[config.mk]
export PLATFORM = sky130hd
export DESIGN_NAME = cdb_arbiter
export DESIGN_NICKNAME = d
export VERILOG_FILES = /design/src/rtl/cdb_arbiter.sv
export SDC_FILE = /design/constraint.sdc
export NUM_CORES = 1
export LEC_CHECK = 0
export ABC_AREA = 1
export ABC_CLOCK_PERIOD_IN_PS = 6800
export CORE_MARGIN = 2
export CORE_UTILIZATION = 48
export CTS_CLUSTER_DIAMETER = 100
export DETAILED_ROUTE_END_ITERATION = 7
export HOLD_SLACK_MARGIN = 0.1
export PLACE_DENSITY = 0.95
export SETUP_SLACK_MARGIN = 0.3
export SLEW_MARGIN = 40
export SYNTH_ARGS = -nofsm -noshare
export SYNTH_HDL_FRONTEND = slang
export SYNTH_SLANG_ARGS = --single-unit
[constraint.sdc]
create_clock -name clock -period 6.8 [get_ports clock]
set_clock_uncertainty 0.1 [all_clocks]
set_input_delay 1.7 -clock clock [delete_from_list [all_inputs] [get_ports clock]]
set_output_delay 1.7 -clock clock [all_outputs]
set_load 0.02 [all_outputs]
[src/rtl/cdb_arbiter.sv]
// Common Data Bus arbiter: round-robin selection among functional units that
// have finished an instruction, with the winner registered onto the CDB one
// cycle later. The CDB also drives the register-file write port.
module cdb_arbiter #(
  parameter int N_REQ  = 3,
  parameter int DATA_W = 16,
  parameter int IDX_W  = 3,
  parameter int TAG_W  = 3
) (
  input  logic                      clock,
  input  logic                      reset,
  input  logic [N_REQ-1:0]          req,
  input  logic [N_REQ*IDX_W-1:0]    req_idx,
  input  logic [N_REQ*TAG_W-1:0]    req_tag,
  input  logic [N_REQ*DATA_W-1:0]   req_data,
  output logic [N_REQ-1:0]          grant,
  output logic                      cdb_valid,
  output logic [IDX_W-1:0]          cdb_idx,
  output logic [TAG_W-1:0]          cdb_tag,
  output logic [DATA_W-1:0]         cdb_data,
  output logic                      rf_we,
  output logic [15:0]               bcast_cnt
);

  localparam int PTR_W = (N_REQ > 1) ? $clog2(N_REQ) : 1;

  logic [PTR_W-1:0]  rr_ptr;
  logic [PTR_W-1:0]  nxt_ptr;
  // One extra bit so rr_ptr + offset can exceed N_REQ before the modulo fold.
  logic [PTR_W:0]    cand;
  logic              found;
  logic [IDX_W-1:0]  sel_idx;
  logic [TAG_W-1:0]  sel_tag;
  logic [DATA_W-1:0] sel_data;

  // Grant the first requester at or after rr_ptr, wrapping modulo N_REQ;
  // reset kills the grant immediately, even mid-cycle.
  always_comb begin
    grant = '0;
    found = 1'b0;
    cand  = '0;
    for (int i = 0; i < N_REQ; i++) begin
      cand = {1'b0, rr_ptr} + (PTR_W+1)'(i);
      if (cand >= (PTR_W+1)'(N_REQ)) begin
        cand = cand - (PTR_W+1)'(N_REQ);
      end
      if (!found && req[cand[PTR_W-1:0]]) begin
        grant[cand[PTR_W-1:0]] = 1'b1;
        found = 1'b1;
      end
    end
    if (reset) begin
      grant = '0;
    end
  end

  // Select the granted unit's fields and the pointer that follows it.
  always_comb begin
    sel_idx  = '0;
    sel_tag  = '0;
    sel_data = '0;
    nxt_ptr  = '0;
    for (int j = 0; j < N_REQ; j++) begin
      if (grant[j]) begin
        sel_idx  = req_idx[j*IDX_W +: IDX_W];
        sel_tag  = req_tag[j*TAG_W +: TAG_W];
        sel_data = req_data[j*DATA_W +: DATA_W];
        nxt_ptr  = (j == N_REQ-1) ? '0 : PTR_W'(j+1);
      end
    end
  end

  // Register the winner onto the CDB; without a winner the payload holds and
  // only the valid drops.
  always_ff @(posedge clock or posedge reset) begin
    if (reset) begin
      cdb_valid <= 1'b0;
      cdb_idx   <= '0;
      cdb_tag   <= '0;
      cdb_data  <= '0;
      rr_ptr    <= '0;
      bcast_cnt <= '0;
    end else if (|grant) begin
      cdb_valid <= 1'b1;
      cdb_idx   <= sel_idx;
      cdb_tag   <= sel_tag;
      cdb_data  <= sel_data;
      rr_ptr    <= nxt_ptr;
      bcast_cnt <= bcast_cnt + 16'd1;
    end else begin
      cdb_valid <= 1'b0;
    end
  end

  // Index 0 is a real register, so the write enable is never gated by payload.
  assign rf_we = cdb_valid;

endmodule
Word level (Yosys, flattened, before mapping). Index checks and enable logic that the tools add are counted.

Bits in registers: 41. Bits in latches: 0. RAM bits: 0. ROM bits: 0. Memories kept: 0.

Add/subtract/negate cells: 6. Multiply operators: 0. Divide/modulo/power cells: 0. $lt $le $gt $ge: 9. Equal/unequal tests: 0. Shift operators: 0. Mux-type cells: 34. Bitwise gates (word level): 2. Reductions and logical operators: 8.

Operator list (count): 2-to-1 mux 16 bit (3); 2-to-1 mux 3 bit (10); adder 16 x 1 -> 16 bit (second input constant) (1); 2-to-1 mux 1 bit (10); 2-to-1 mux 2 bit (5); < comparator 2 x 3 -> 1 bit (second input constant) (3); binary-select mux 1 bit (select 2 bit) (3); demux 1 bit (select 2 bit) (3); >= comparator 2 x 1 -> 1 bit (second input constant) (3); >= comparator 3 x 2 -> 1 bit (second input constant) (2); OR 3 bit (2); subtractor 2 bit (second input constant) (3); logical AND 1 bit (5); adder 2 x 1 -> 3 bit (second input constant) (1); adder 2 x 2 -> 3 bit (second input constant) (1); OR reduction 3 bit (1); >= comparator 2 bit (second input constant) (1); logical NOT 1 bit (2).

Longest topological paths before layout.
Depth after elaboration: 15. Gate-level depth with buffers: 15.

Worst setup path before layout. Ideal clock, no wire load.

Path kind: in2out. Start: in req[2]. End: out grant[0]. Arrival time: 2643 ps. Slack: 2357 ps. Cell stages on the path: 8. Buffers on the path: 1. Cell sequence: inv_1 o21ai_2 nand2_4 nand3_1 nand2_1 o21ai_4 inv_2 buf_4.

Longest elaborated chain between the ends: 10.

Ends and longest elaborated chain: start, declared (RTL line 12) `input logic [N_REQ-1:0] req,`; binary-select mux 1 bit (select 2 bit) (RTL line 47) `if (!found && req[cand[PTR_W-1:0]]) begin`; 2-to-1 mux 1 bit (not written as such) (RTL line 47); 2-to-1 mux 1 bit (RTL line 47); logical NOT 1 bit (RTL line 47); logical AND 1 bit (RTL line 47); 2-to-1 mux 1 bit (RTL line 47); logical NOT 1 bit (RTL line 47); logical AND 1 bit (RTL line 47); 2-to-1 mux 3 bit * (RTL line 47); 2-to-1 mux 3 bit * (RTL line 52) `if (reset) begin`; end, declared (RTL line 16) `output logic [N_REQ-1:0] grant,`.

Mark *: on every way between the ends. The rest lies on a longest branch, timed or not. The select of a mux whose other input is x is not followed.

Worst setup path in the final report.
Start: in req[2]. End: out grant[1].

Same word-level chain as after synthesis.

==> results by stage <==
Layout:
- The number of nets in the layout is approximately 580.
- 0 antenna diodes ended up in the layout.
- The most common cell after layout, fill and taps aside is sky130_fd_sc_hd__clkdlybuf4s50_1.
- Leaving out fill and tap cells, the most frequent cells in the layout are sky130_fd_sc_hd__clkdlybuf4s50_1, sky130_fd_sc_hd__nand3_1, sky130_fd_sc_hd__nor2_1.
- The fraction of layout cells with a size suffix above 1 is 0.08350.
- The non-filler instance count after layout is between 500 and 600.
- From synthesis to final layout, the design area changed by 39.82%.

Status:
- The run finished with clean final reports.

GRT:
- The total grt overflow is 0.
- The first global-routing pass estimated 13,510 um of wire.
- Entering global routing, the biggest net connects 48 pins.
- The initial antenna violation count came to 0.
- For this run, global-route usage on met2 was measured as 0.4504.
- After global routing, the most crowded layer is met2.
- In the global route stage, overall resource usage came out at 0.2591.
- The number of global-route vias before repair was 2,988.
- In the global route stage, met1 resource usage came out at 0.3099.
- The met3 routing resource usage after global routing is 0.05978.

Min path:
- The path class of the tightest hold or removal check is reg -> reg.

Yosys:
- The count of flip-flops with a built-in enable after synthesis is 0.
- In this run the mean area of a mapped cell was 7.292 um^2.
- Synthesis handed over a netlist of around 400 instances.
- The cell taking the most area after synthesis is sky130_fd_sc_hd__dfrtp_1.
- The post-synth net total is approximately 480.
- The main flop type after synthesis is sky130_fd_sc_hd__dfrtp_1.
- After synthesis, the cell types taking the most area are sky130_fd_sc_hd__dfrtp_1, sky130_fd_sc_hd__nand3_1, sky130_fd_sc_hd__nor2_1, sky130_fd_sc_hd__inv_1, sky130_fd_sc_hd__nand2_1.
- For this run, the register share of the synthesized area comes to 0.3500.
- The async set-reset flop share out of synthesis is 1.000.
- The top cell type's share of synthesized area is 0.3500.
- The post-synthesis cell area is about 2900 um^2.
- The number of unique standard cell types used by synthesis is 24.
- The synthesized design contains between 40 and 50 register bits.
- For this run, the number of Yosys warnings is 0.

Placed design:
- Buffers placed on the I/O ports in this run total 113.
- The routability congestion estimate from global placement is 0.9422.
- The number of placed instances, taps included, is between 500 and 600.
- Once detailed placement completed, the half-perimeter wirelength came to ~6200 um.

Floorplanning:
- In this run the count of I/O pins placed on the die edge is about 110.
- After floorplanning, the core was divided into 28 placement rows.
- The core area is 5921 um^2.
- The vertical die dimension is 82.15 um.
- The initial cell density of the core is 0.4951.
- The die is around 82 um wide.
- The die covers just under 7000 um^2.

Routing:
- The detailed-route wire length per cell is 14.32 um.
- The count of nets left with antenna violations after detail routing is 0.
- In this run, the number of DRC markers left after iteration 0 of detailed routing was around 270.
- The first-pass detailed-route iteration total is 5.
- The final layout contains routed wiring with a total length of about 8300 um.
- Dividing the detail-routed via count by the number of cells gives 5.457.
- The via count is 3,154.
- The number of DRC violations after detailed routing is 0.

Clock network:
- Clock tree synthesis inserted a total of 5 buffers.
- Post-CTS timing repair inserted 0 buffers for setup.
- CTS placed an instance of sky130_fd_sc_hd__clkbuf_8 at the clock tree root.
- The total number of clock tree sinks is just over 40.
- The clock tree from TritonCTS is done.
- The post-CTS clock slew at the launch and capture registers of the worst setup and hold paths is 80 ps.
- The clock tree synthesis step divided the H-tree into 2 levels.
- The clock reaches the later pin of the worst-skew pair after 290 ps.
- Counting along the longest clock path gives a buffer depth of 2.
- The hold-fix buffer count after cts is 0.
- The post-cts sizing count is 0.

Power:
- The worst ir drop on vdd is 246.0 uV.
- In this run the static leakage power is 0.001901 uW.
- The power per unit of standard cell area is roughly 430 nW/um^2.

STA:
- Setup repair after global routing left no endpoint under its margin.
- The minimum period implied by the final worst setup slack is just under 6000 ps.
- The worst hold margin is 453.9 ps.
- The post-route clock period utilization is 0.8615.
- The pin slew with the least headroom to its limit is approximately 580 ps.
- The hold violation total from the final report is 0.
- The sum of negative setup slack is 0 ps.
- The worst pin sits at a relative slew slack of 0.6116.
- The final max-slew violation count came to 0.
- The final count of negative-setup-slack endpoints is 0.
- The top achievable clock speed is around 170 MHz.

Worst setup path:
- The kind of critical path is in -> out.
- The highest fanout seen on the critical path is 25.
- The nature of the critical path startpoint is an input pin.
- The required time of the critical path is 5000 ps.
- STA classifies the critical path endpoint as a primary output.
- STA puts the critical path data arrival time at a little over 4000 ps.

Job:
- Across the run, the number of max-cap violations was 0.
==> kinds of logic after synthesis <==
kind of cell	count (synthesis)	synth area share
DFF	41	0.3500
buffers and inverters	79	0.1310
xor gates and xnor gates	14	0.04183
AOI/OAI and AO/OA	20	0.06103
and+or+nand+nor	243	0.3948
adders and majority gates	5	0.02134
==> power by group <==
group | switching [uW] | internal, uW | leakage [uW]
registers | 70.1 | 346 | 0.000527
logic | 734 | 430 | 0.00133
clock network | 83.1 | 80.6 | 0.0000443
==> worst paths after layout <==
kind                       startpoint            to  slack (ps)  cells after the start
setup / recovery               req[2]      grant[1]         940                     10
hold / removal             cdb_idx[1]    cdb_idx[1]         450                      2
setup reg to reg            rr_ptr[0]  bcast_cnt[6]        3790                     13
hold reg to reg            cdb_idx[1]    cdb_idx[1]         450                      2
max in group asynchronous       reset  cdb_data[15]        4200                      3
min in group asynchronous       reset     rr_ptr[1]        1650                      2
==> cell type report <==
type,count,area [um^2]
Clock buffer,7,86.33
Sequential cell,41,1026
Tap cell,75,93.84
Fill cell,463,1822
Multi-Input combinational cell,282,1521
Inverter,56,210.2
Timing Repair Buffer,117,1161
==> cell usage after synthesis, types with 2 or more instances <==
master,instances
sky130_fd_sc_hd__nand3_1,86
sky130_fd_sc_hd__nor2_1,70
sky130_fd_sc_hd__inv_1,51
sky130_fd_sc_hd__nand2_1,44
sky130_fd_sc_hd__dfrtp_1,41
sky130_fd_sc_hd__nand4_1,24
sky130_fd_sc_hd__o21ai_2,18
sky130_fd_sc_hd__xor2_1,14
sky130_fd_sc_hd__nor3_1,9
sky130_fd_sc_hd__buf_2,7
sky130_fd_sc_hd__buf_4,7
sky130_fd_sc_hd__buf_6,7
sky130_fd_sc_hd__ha_1,5
sky130_fd_sc_hd__inv_2,4
sky130_fd_sc_hd__nand2_4,3
sky130_fd_sc_hd__clkbuf_1,2
sky130_fd_sc_hd__nand3_2,2
sky130_fd_sc_hd__nand3b_1,2
==> metrics by stage <==
step	total power [uW]	worst slack [ps]	area [um^2]	utilization
finish	1743	941.7	4099	0.6923
detailed placement	1576	970.1	4013	0.6777
global route	1880	824.6	4099	0.6923
floorplan	1264	2357	2932	-
CTS	1742	956.6	4099	0.6923
global placement	1529	1062	4013	0.6777
==> registers in the layout, summed over array words and instances (netlist names) <==
register / flops
cdb_idx: 3
cdb_tag: 3
bcast_cnt: 16
rr_ptr: 2
cdb_valid: 1
cdb_data: 16
==> per-layer routing <==
layer	vias up	share of wire
met2	177	0.50
li1	1508	-
met4	0	0.020
met1	1454	0.39
met5	-	0
met3	15	0.089
==> worst max-delay path, stage by stage <==
cell and delay [ps]:
sky130_fd_sc_hd__clkdlybuf4s50_1 520, sky130_fd_sc_hd__inv_1 70, sky130_fd_sc_hd__o21ai_2 220, sky130_fd_sc_hd__nand2_4 110, sky130_fd_sc_hd__nand3_1 90, sky130_fd_sc_hd__nand2_1 90, sky130_fd_sc_hd__nand2_4 240, sky130_fd_sc_hd__nand2_4 260
sky130_fd_sc_hd__inv_1 140, sky130_fd_sc_hd__clkdlybuf4s50_1 610
(Power assumes the default switching activity.)
